File: config.mk
export PLATFORM = sky130hd
export DESIGN_NAME = lif_synapse
export DESIGN_NICKNAME = d
export VERILOG_FILES = /design/src/rtl/lif_pkg.sv /design/src/rtl/spike_delay_line.sv /design/src/rtl/lif_synapse.sv
export SDC_FILE = /design/constraint.sdc
export NUM_CORES = 1
export LEC_CHECK = 0
export BUFFER_PORTS_ARGS = -buffer_cell sky130_fd_sc_hd__buf_2
export CAP_MARGIN = 20
export CORE_MARGIN = 4
export CORE_UTILIZATION = 57
export DETAILED_ROUTE_END_ITERATION = 12
export PLACE_DENSITY = 0.8
export SYNTH_ARGS = -nofsm -noshare
export SYNTH_HDL_FRONTEND = slang
export SYNTH_SLANG_ARGS = --single-unit
File: constraint.sdc
create_clock -name clk -period 4.3 [get_ports clk]
set_input_delay 1.29 -clock clk [delete_from_list [all_inputs] [get_ports clk]]
set_output_delay 1.29 -clock clk [all_outputs]
set_load 0.02 [all_outputs]
File: src/rtl/lif_pkg.sv
// -----------------------------------------------------------------------------
// lif_pkg
// Types and constants shared by the LIF neuron and its synaptic input stage.
//   WIDTH         : current bus width (matches the lif `current` input)
//   current_t     : current bus type
//   CUR_MAX       : saturation value of the current register
//   decay_shift_t : decay-rate control type
// -----------------------------------------------------------------------------
package lif_pkg;

    localparam int WIDTH = 8;

    typedef logic [WIDTH-1:0] current_t;
    typedef logic [2:0]       decay_shift_t;

    localparam current_t CUR_MAX = '1;

endpackage

File: src/rtl/spike_delay_line.sv
// -----------------------------------------------------------------------------
// spike_delay_line
// Axonal delay for a single-bit spike train: a DEPTH-flop shift register.
// DEPTH=0 degenerates to a plain wire.
// Ports:
//   clk    : system clock
//   rst_n  : asynchronous active-low reset, clears all in-flight spikes
//   d_in   : spike sampled every clock
//   d_out  : spike delayed by DEPTH clocks
// -----------------------------------------------------------------------------
module spike_delay_line #(
    parameter int DEPTH = 2
) (
    input  logic clk,
    input  logic rst_n,
    input  logic d_in,
    output logic d_out
);

    generate
        if (DEPTH == 0) begin : g_wire
            assign d_out = d_in;
        end else begin : g_shift
            logic [DEPTH-1:0] r_sr;

            always_ff @(posedge clk or negedge rst_n) begin
                if (!rst_n) begin
                    r_sr <= '0;
                end else begin
                    r_sr[0] <= d_in;
                    for (int i = 1; i < DEPTH; i++) begin
                        r_sr[i] <= r_sr[i-1];
                    end
                end
            end

            assign d_out = r_sr[DEPTH-1];
        end
    endgenerate

endmodule

File: src/rtl/lif_synapse.sv
// -----------------------------------------------------------------------------
// lif_synapse
// Synaptic input stage feeding a lif neuron. Each presynaptic spike is delayed
// by DELAY clocks, then adds the weight register into a saturating current
// register that decays geometrically every clock.
// Optional build macro: SYN_INHIBIT_EN adds an inhibitory spike input with
// its own delay line; a delayed inhibitory spike subtracts the weight (floored
// at 0), and coincident excitatory/inhibitory spikes cancel.
// Ports:
//   clk          : system clock
//   rst_n        : asynchronous active-low reset
//   spike_in     : presynaptic spike, one spike per high cycle
//   spike_inh    : inhibitory spike (SYN_INHIBIT_EN builds only)
//   weight_wr    : weight load strobe
//   weight_in    : new weight, captured when weight_wr=1
//   decay_shift  : per-cycle loss is cur>>decay_shift, 0 holds the current
//   current_out  : synaptic current to lif.current
//   active       : current_out != 0
//   sat_pulse    : this edge's update clipped at the maximum
// -----------------------------------------------------------------------------
module lif_synapse
    import lif_pkg::*;
#(
    parameter int               WIDTH        = lif_pkg::WIDTH,
    parameter logic [WIDTH-1:0] WEIGHT_RESET = 8'd32,
    parameter int               DELAY        = 2
) (
    input  logic             clk,
    input  logic             rst_n,
    input  logic             spike_in,
`ifdef SYN_INHIBIT_EN
    input  logic             spike_inh,
`endif
    input  logic             weight_wr,
    input  logic [WIDTH-1:0] weight_in,
    input  decay_shift_t     decay_shift,
    output logic [WIDTH-1:0] current_out,
    output logic             active,
    output logic             sat_pulse
);

    localparam logic [WIDTH-1:0] L_MAX = '1;
    localparam logic [WIDTH-1:0] L_ONE = {{(WIDTH-1){1'b0}}, 1'b1};

    logic [WIDTH-1:0] r_cur;
    logic [WIDTH-1:0] r_weight;
    logic             r_sat;

    logic             w_exc;
    logic             w_inh;
    logic             w_add;
    logic             w_sub;
    logic [WIDTH-1:0] w_dec;
    logic [WIDTH-1:0] w_base;
    logic [WIDTH:0]   w_sum;
    logic [WIDTH-1:0] w_next;
    logic             w_clip;

    spike_delay_line #(.DEPTH(DELAY)) u_exc_dly (
        .clk   (clk),
        .rst_n (rst_n),
        .d_in  (spike_in),
        .d_out (w_exc)
    );

`ifdef SYN_INHIBIT_EN
    spike_delay_line #(.DEPTH(DELAY)) u_inh_dly (
        .clk   (clk),
        .rst_n (rst_n),
        .d_in  (spike_inh),
        .d_out (w_inh)
    );
`else
    assign w_inh = 1'b0;
`endif

    // Coincident excitatory and inhibitory spikes cancel out.
    assign w_add = w_exc & ~w_inh;
    assign w_sub = w_inh & ~w_exc;

    // A nonzero current always loses at least 1 when decay is enabled, so
    // small residues cannot get stuck above zero.
    always_comb begin
        w_dec = '0;
        if (decay_shift != '0) begin
            w_dec = r_cur >> decay_shift;
            if (w_dec == '0 && r_cur != '0) begin
                w_dec = L_ONE;
            end
        end
    end

    // w_dec never exceeds r_cur, so w_base cannot wrap.
    assign w_base = r_cur - w_dec;
    assign w_sum  = {1'b0, w_base} + (w_add ? {1'b0, r_weight} : {(WIDTH+1){1'b0}});

    always_comb begin
        w_next = w_sum[WIDTH-1:0];
        w_clip = 1'b0;
        if (w_sum[WIDTH]) begin
            w_next = L_MAX;
            w_clip = 1'b1;
        end else if (w_sub) begin
            // Flooring at zero is not a saturation event.
            w_next = (r_weight > w_base) ? '0 : (w_base - r_weight);
        end
    end

    always_ff @(posedge clk or negedge rst_n) begin
        if (!rst_n) begin
            r_cur    <= '0;
            r_sat    <= 1'b0;
            r_weight <= WEIGHT_RESET;
        end else begin
            r_cur <= w_next;
            r_sat <= w_clip;
            // The update above already used the old weight this cycle.
            if (weight_wr) begin
                r_weight <= weight_in;
            end
        end
    end

    assign current_out = r_cur;
    assign active      = (r_cur != '0);
    assign sat_pulse   = r_sat;

endmodule

==> metrics.md, run 1 <==
| Metric | Value |
|---|---|
| Status | complete, but fails checks |
| Failing checks | setup timing |
| Sequential-to-total area share from yosys stat | 29.35% |
| Hold Crit Depth | 0 |
| Io pins | 25 |
| Crit Path Class | in2reg |
| R2R Setup Slk | 0.35 ns |
| # port buffers | 24 |
| F_max | 0.2183 GHz |
| Antenna violations before repair | 0 |
| Layout cells sized above 1 | 40.68% |
| Starting density of the core | 59.41% |
| Layout overhead on the synthesized area | 32.05% |
| Worst-skew pair later-pin latency | 0.30 ns |
| H-tree Lvls | 1 |
| Num rows | 19 |
| Synth unique cells | 51 |
| Yosys warns | 0 |
| Die Height | 61.38 µm |
| Number of enable flip-flop cells after synthesis | 0 |
| Final worst path period share | 106.5% |
| Largest net degree at the start of global routing | 20 |
| Yosys reg bits | 19 |
| Post-Synth Adder-Cell Area | 14.02% |
| Residual DRC count | 0 |
| Share of the synthesized area in the top cell type | 27.73% |
| CP max FO | 7 |
| RSZ-0062 raised after global routing | yes |
| Reg2Reg Launch Point | current_out[5] |
| CORE AREA | 0.002734 mm² |
| Worst setup EP type | flip-flop |
| Mean number of vias per cell | 6.079 |
| # nets final | 269 |
| Final instance count without filler cells | 267 |
| Via count | 1623 |
| Worst path required time | 4.48 ns |
| Placed wire-length estimate | 3349 µm |
| Final WS setup | -0.2804 ns |
| CTS Buffer Depth | 2 |
| Grt ovf | 0 |
| CTS buffer count | 3 |
| Compound-cell area share of the yosys netlist | 15.56% |
| Placed Instances | 258 |
| Async SR Flop Fraction | 100.0% |
| Synth Area in XOR/XNOR | 2.696% |
| HP Start | u_exc_dly.g_shift.r_sr[0] |
| Largest family of logic cells by synthesized area | simple AND/OR/NAND/NOR gates |
| Synth top area cells | dfrtp_1, ha_1, mux2_2, nand2_1, inv_1 |
| Final wirelength | 4370 µm |
| Syn avg cell area | 9.280 µm² |
| Simple-gate portion of the synthesized area | 21.34% |
| Clk slew on worst S/H paths | 0.10 ns |
| Slew Viols, Final | 0 |
| Detail-routed net length per standard cell | 16.37 µm |
| Mapped Cells | 175 |
| Tmin final | 4.580 ns |
| Endpoints failing hold | 0 |
| Reg-to-reg endpoint | current_out[2] |
| Reg2Reg Depth | 18 |
| Syn nets | 207 |
| WHS Endpoint | u_exc_dly.g_shift.r_sr[1] |
| Mux contribution to synthesized area | 12.10% |
| Die X-Extent | 61.38 µm |
| 1st-pass router iterations | 4 |
| Vias in the first global route | 1580 |
| Worst path arrival time | 4.76 ns |
| First-pass GRT wire length | 6851 µm |
| Worst slew margin | 72.59% |
| Antenna Cells | 0 |
| Post-route ant nets | 0 |
| Setup violators final | 9 |
| Clk sinks | 19 |
| Gpl congestion | 0.8569 |
| Startpoint types | primary input |
| Post-Place Worst Slack | -0.6876 ns |
| Die area | 0.003768 mm² |
| CTS tree | built |
| Cell accounting for the most synthesized area | dfrtp_1 |
| Worst Tran Pin Value | 0.4111 ns |
| Post-Syn Area | 0.001624 mm² |
| Total GRT Usage | 24.54% |
| Root Driver | clkbuf_4 |
| Post-Route Skew | 0.002934 ns |
| Max Cap Viol | 0 |
| DRT iter0 DRCs | 77 |
| Synth Flop Type | dfrtp_1 |
| Hold Crit Class | reg2reg |
## how the worst max path moves through the flow
stage / startpoint / endpoint / slack [ns]
finish: decay_shift[0] / current_out[2] / -0.28
global route: decay_shift[0] / current_out[2] / -0.47
CTS: decay_shift[0] / current_out[4] / -0.25
detailed placement: decay_shift[0] / current_out[4] / -0.69
global placement: decay_shift[0] / current_out[4] / -0.53
floorplan: decay_shift[0] / current_out[2] / -0.34
## cell families after synthesis
kind of cell / count (synthesis)
AOI/OAI and AO/OA: 34
xor gates and xnor gates: 5
adders and majority gates: 17
buffers and inverters: 19
DFF: 19
muxes: 16
and+or+nand+nor: 65
## repair_timing
action | CTS | global route
buffers inserted | 4 | 1
setup endpoints to repair | 9 | 9
pin swaps | 5 | 1
hold buffers | 0 | 0
gates resized for setup | 9 | 7
## flip-flops by register name, summed over array words and instances (netlist names)
name,cells
sat_pulse,1
u_exc_dly.g_shift.r_sr,2
r_weight,8
current_out,8
## worst max-delay path, stage by stage
cell,delay [ns]
buf_12,0.11
mux2_4,0.31
mux4_2,0.48
nor2_1,0.11
nand4_1,0.09
o211ai_1,0.11
ha_2,0.22
fa_2,0.21
nor2b_2,0.05
o21ai_2,0.18
nand2_1,0.10
nor2_1,0.09
nor2_1,0.06
ha_1,0.30
o21a_1,0.12
o31a_1,0.11
or4_4,0.45
a31oi_4,0.25
o21ai_1,0.12
## cells in the mapped netlist (2+ instances only)
library cell,instances
ha_1,15
clkbuf_1,3
nor4_1,2
nor3b_1,2
mux2i_1,2
o211ai_1,2
fa_1,2
a221oi_1,2
o21ai_1,3
and2_1,7
a211oi_1,3
nor2b_1,6
nand2b_1,3
nor3_1,6
o21ai_0,4
nor2_1,13
nand2_1,15
nand3_1,3
dfrtp_1,18
a21oi_1,4
xnor2_1,4
o21a_1,3
mux2_2,11
mux2_4,2
inv_1,14
## cells in the final DEF (no fill, tap or decap), types with 2 or more instances in the layout
cell type,count
mux2i_1,2
buf_12,2
a211oi_1,3
nor3b_1,2
o21a_1,3
nor2_1,13
nor2b_1,5
buf_2,23
and2_1,7
clkbuf_4,3
mux2_4,2
mux2_2,11
nor3_1,5
dfrtp_1,18
nor4_1,2
buf_4,37
ha_1,14
inv_1,14
o21ai_0,2
xnor2_1,4
nand3_1,3
nand2b_1,3
o211ai_1,2
o21ai_2,3
fa_2,2
o21ai_1,2
nand2_1,15
a21oi_1,4
## stage by stage
step           setup TNS (ns)  utilization, %  hold slack [ns]  instance area (µm²)
2_1_floorplan          -2.732               -           0.3312                 1629
3_3_place_gp           -4.618           73.91           0.3459                 2021
3_5_place_dp           -5.835           73.91           0.3603                 2021
4_1_cts                -1.923           76.93           0.3835                 2103
5_1_grt                -3.568           78.44           0.3901                 2145
6_report               -2.038           78.44           0.3786                 2145
## layout make-up
type	count	area, µm²
Sequential cell	19	476.7
Timing Repair Buffer	62	432.9
Tap cell	31	38.79
Multi-Input combinational cell	137	1117
Inverter	14	52.55
Clock buffer	4	26.28
Fill cell	171	589.3
## metal layers
layer  global-route usage [%]  vias to the layer above  routed length [µm]
li1                         -                      755                   -
met1                    26.35                      787                1597
met2                    48.64                       63                2378
met3                    4.193                       18                 248
met4                    6.667                        0                 146
met5                        0                        -                   0
Power of run 1 is not shown: default switching activity piles up to over one toggle a cycle in this logic, so the estimate is an artifact.
==> run 2: changes to the inputs <==
--- a/config.mk
+++ b/config.mk
@@ -11,6 +11,8 @@
 export CORE_UTILIZATION = 57
 export DETAILED_ROUTE_END_ITERATION = 12
 export PLACE_DENSITY = 0.8
+export REMOVE_ABC_BUFFERS = 1
+export SKIP_CTS_REPAIR_TIMING = 1
 export SYNTH_ARGS = -nofsm -noshare
 export SYNTH_HDL_FRONTEND = slang
 export SYNTH_SLANG_ARGS = --single-unit
==> run 2 against run 1 <==
  * The flow still finishes with violations (setup timing)
  * Via count increased by 1.2%
  * Clock-buffer cell count is the same
  * Critical path depth fell by 3
  * Final area grew 0.93%
  * Highest routed layer unchanged
==> metrics.md, run 2 (same netlist as run 1, synthesis figures left out) <==
| Metric | Value |
|---|---|
| Worst path arrival time | 4.90 ns |
| Hold Crit Depth | 0 |
| Grt ovf | 0 |
| Setup violators final | 9 |
| Mean number of vias per cell | 6.131 |
| Layout overhead on the synthesized area | 33.28% |
| CTS Buffer Depth | 2 |
| Via count | 1643 |
| F_max | 0.2121 GHz |
| Worst path required time | 4.48 ns |
| Placed Instances | 259 |
| Residual DRC count | 0 |
| Endpoints failing hold | 0 |
| Clk sinks | 19 |
| Met3 global-route usage | 2.516% |
| Worst-skew pair later-pin latency | 0.30 ns |
| Vias in the first global route | 1637 |
| Critical-path top delay cell | or4_4 |
| Die Height | 61.38 µm |
| Status | complete, but fails checks |
| # nets final | 270 |
| Failing checks | setup timing |
| Antenna violations before repair | 0 |
| # port buffers | 24 |
| Worst setup EP type | flip-flop |
| Final wirelength | 4917 µm |
| Cell mode on critical path | nand2_1 |
| Crit Path Class | in2reg |
| Worst Tran Pin Value | 0.4314 ns |
| Die area | 0.003768 mm² |
| H-tree Lvls | 1 |
| Final instance count without filler cells | 268 |
| Max Cap Viol | 0 |
| CTS buffer count | 3 |
| Antenna Cells | 0 |
| Total GRT Usage | 24.51% |
| Layout cells sized above 1 | 39.24% |
| Worst slew margin | 71.24% |
| Post-route ant nets | 0 |
| Hold Crit Class | reg2reg |
| GRT busiest layer | met2 |
| Cell Chain, Critical Path | buf_12, mux2_4, mux4_2, buf_4, nand2_1, inv_1, fa_2, nor2b_2, o21ai_2, a21boi_1, mux2i_1, nand2_1, ha_1, or4_4, a31oi_4, o21ai_1 |
| Tmin final | 4.716 ns |
| DRT iter0 DRCs | 128 |
| Grt met2 use | 47.89% |
| Placed wire-length estimate | 3437 µm |
| Met1 usage | 26.25% |
| Io pins | 25 |
| Root Driver | clkbuf_4 |
| Final worst path period share | 109.7% |
| Die X-Extent | 61.38 µm |
| Starting density of the core | 59.41% |
| Startpoint types | primary input |
| Final WS setup | -0.4158 ns |
| First-pass GRT wire length | 6927 µm |
| Largest net degree at the start of global routing | 20 |
| Commonest non-fill, non-tap cell in the layout | buf_4 |
| Detail-routed net length per standard cell | 18.35 µm |
| Gpl congestion | 0.9057 |
| CTS tree | built |
| CP max FO | 7 |
| Slowest stage delay, CP | 0.53 ns |
| Most frequent cells in the layout | buf_4, buf_2, dfrtp_1, nand2_1 |
| Clk slew on worst S/H paths | 0.11 ns |
| Reg2Reg Depth | 15 |
| CORE AREA | 0.002734 mm² |
| Num rows | 19 |
| RSZ-0062 raised after global routing | yes |
| Slew Viols, Final | 0 |
| Post-Route Skew | 0.009636 ns |
| 1st-pass router iterations | 4 |
run 2: metrics by stage:
step                      util (%)  setup slack [ns]  area (µm²)  setup TNS (ns)  hold WS, ns
after global placement       73.55           -0.6437        2011          -5.674       0.3399
after detailed placement     73.55           -0.8538        2011          -7.444       0.3522
after floorplan                  -           -0.2911        1597          -2.308       0.3312
after global routing         79.18           -0.5341        2165          -4.303       0.3807
after CTS                    74.51           -0.5628        2037          -4.838       0.3786
final                        79.18           -0.4158        2165          -3.165       0.3721
run 2: final cells by class:
class	instances	area (µm²)
clock buffers	4	26.28
fillers	167	569.3
inverters	14	52.55
flip-flops and latches	19	476.7
well taps	31	38.79
repair buffers	63	445.4
multi-input cells	137	1125
run 2: worst max-delay path: cells and delay by family:
| kind | cells | cell delay [ns] |
|---|---|---|
| fa+ha+maj | 2 | 0.61 |
| simple gates | 4 | 0.86 |
| compound gates | 4 | 0.75 |
| buf+inv | 3 | 0.32 |
| mux | 3 | 1.06 |
run 2: path summary, 6_finish.rpt:
check                                       endpoint  slack (ns)                      start
max                                   current_out[4]       -0.42             decay_shift[0]
min                        u_exc_dly.g_shift.r_sr[1]        0.37  u_exc_dly.g_shift.r_sr[0]
min in group asynchronous                r_weight[3]        0.91                      rst_n
min reg2reg                u_exc_dly.g_shift.r_sr[1]        0.37  u_exc_dly.g_shift.r_sr[0]
max in group asynchronous                r_weight[5]        3.07                      rst_n
max reg2reg                           current_out[4]        0.16             current_out[5]
run 2: metal layers:
metal | vias up | part of all wire [%] | wire (µm)
met4 | 0 | 5.2 | 257
li1 | 752 | - | -
met3 | 28 | 6.4 | 315
met5 | - | 0 | 0
met2 | 88 | 51 | 2525
met1 | 775 | 37 | 1818
Power of run 2 is left out for the same reason.
==> run 3: changes to the inputs <==
--- a/config.mk
+++ b/config.mk
@@ -10,6 +10,7 @@
 export CORE_MARGIN = 4
 export CORE_UTILIZATION = 57
 export DETAILED_ROUTE_END_ITERATION = 12
+export GPL_TIMING_DRIVEN = 0
 export PLACE_DENSITY = 0.8
 export REMOVE_ABC_BUFFERS = 1
 export SKIP_CTS_REPAIR_TIMING = 1
==> run 3 against run 2 <==
  * The flow still finishes with violations (setup timing)
  * Sequential share of layout area up 2.6 points
  * Critical path type unchanged
  * Largest cell class unchanged
  * Worst hold slack got worse by 0.015 ns
  * Critical path depth up 3
==> metrics.md, run 3 (same netlist as run 1, synthesis figures left out) <==
| Metric | Value |
|---|---|
| Status | complete, but fails checks |
| Failing checks | setup timing |
| Crit Path Class | in2reg |
| Setup crit start | decay_shift[0] |
| Worst Hold Margin | 0.3569 ns |
| CTS tree | built |
| Startpoint types | primary input |
| First-pass GRT wire length | 5782 µm |
| Post-route ant nets | 0 |
| Antenna Cells | 0 |
| Residual DRC count | 0 |
| Layout cells sized above 1 | 31.25% |
| Total GRT Usage | 19.94% |
| Power Dens Cells | 904.2 mW/mm² |
| Num rows | 19 |
| Post-Place Worst Slack | -1.079 ns |
| Crit path max-delay family | compound AO/OA/AOI/OAI gates |
| Gpl congestion | 0.8891 |
| Die area | 0.003768 mm² |
| H-tree Lvls | 1 |
| Detail-routed net length per standard cell | 15.19 µm |
| Io pins | 25 |
| Area after DPL | 0.001755 mm² |
| Commonest non-fill, non-tap cell in the layout | buf_2 |
| Largest net degree at the start of global routing | 20 |
| Cell mode on critical path | nor2_1 |
| Final WS setup | -0.4133 ns |
| Worst path arrival time | 4.89 ns |
| 1st-pass router iterations | 4 |
| Die Height | 61.38 µm |
| Via count | 1422 |
| Worst setup EP type | flip-flop |
| Slowest stage delay, CP | 0.49 ns |
| CTS Buffer Depth | 2 |
| Starting density of the core | 59.41% |
| Tmin final | 4.713 ns |
| # nets final | 241 |
| Setup violators final | 9 |
| Final wirelength | 3630 µm |
| Reg2Reg Launch Point | current_out[5] |
| Hold Crit Class | reg2reg |
| Critical-path top delay cell | mux4_2 |
| Root Driver | clkbuf_4 |
| Endpoints failing hold | 0 |
| Die X-Extent | 61.38 µm |
| CTS buffer count | 3 |
| Clk sinks | 19 |
| Placed wire-length estimate | 2782 µm |
| CP max FO | 7 |
| Slew Viols, Final | 0 |
| Antenna violations before repair | 0 |
| Worst Path Buf+Inv | 1 |
| Worst Tran Pin Value | 0.4084 ns |
| F_max | 0.2122 GHz |
| HP Start | u_exc_dly.g_shift.r_sr[0] |
| Max Cap Viol | 0 |
| Worst path required time | 4.47 ns |
| # port buffers | 24 |
| Vias in the first global route | 1376 |
| Worst-skew pair later-pin latency | 0.29 ns |
| Final worst path period share | 109.6% |
| Post-Route Skew | 0.002983 ns |
| Number of fill cells | 201 |
| RSZ-0062 raised after global routing | yes |
| Post-route cell area | 0.001938 mm² |
| Clk slew on worst S/H paths | 0.10 ns |
| DRT iter0 DRCs | 91 |
| Cell Chain, Critical Path | buf_12, mux2_4, mux4_2, nor2_1, nand4_1, o211ai_1, ha_2, fa_2, nor2b_4, o21ai_2, nand2_1, nor2_1, nor2_1, ha_1, o21a_1, o31a_1, or4_4, a31oi_4, o21ai_1 |
| Layout overhead on the synthesized area | 19.34% |
| Pleak | 0.8891 nW |
| Worst IR drop on VDD | 637.6 µV |
| CORE AREA | 0.002734 mm² |
| Most frequent cells in the layout | buf_2, dfrtp_1, nand2_1, inv_1, ha_1 |
| Worst slew margin | 72.77% |
| Mean number of vias per cell | 5.950 |
| Grt ovf | 0 |
run 3: cell type report:
class | count | area, µm² | share of cell area (%)
clock buffers | 4 | 26.28 | 1.356
multi-input cells | 137 | 1116 | 57.59
well taps | 31 | 38.79 | 2.001
flip-flops and latches | 19 | 476.7 | 24.60
inverters | 14 | 52.55 | 2.711
repair buffers | 34 | 227.7 | 11.75
run 3: per-stage QoR:
step	utilization [%]	power (mW)	std cells	setup TNS, ns
final	70.89	1.752	239	-3.346
after global routing	70.89	1.925	239	-4.703
after CTS	65.17	1.591	229	-6.639
after detailed placement	64.21	1.498	225	-9.296
after global placement	64.21	1.424	225	-8.095
after floorplan	-	1.232	170	-2.308
run 3: metal layers:
layer,global-route usage (%),vias to the layer above,wire length (µm)
met5,0,-,0
met4,6.364,0,78
met3,2.306,6,169
met2,37.76,38,1920
met1,23.22,680,1461
li1,-,698,-
run 3: path summary, 6_finish.rpt:
kind,slack [ns],cells past startpoint,end
worst max-delay path,-0.41,19,current_out[3]
worst min-delay path,0.36,0,u_exc_dly.g_shift.r_sr[1]
worst max register to register,0.23,18,current_out[3]
worst min register to register,0.36,0,u_exc_dly.g_shift.r_sr[1]
max in group asynchronous,3.06,1,r_weight[5]
min in group asynchronous,0.91,1,current_out[1]
run 3: report_power, final:
part / internal, mW / switching (mW) / leakage, nW
Sequential: 0.241 / 0.0636 / 0.217
Combinational: 0.618 / 0.742 / 0.657
Clock: 0.0360 / 0.0520 / 0.0150
(Power assumes the default switching activity.)
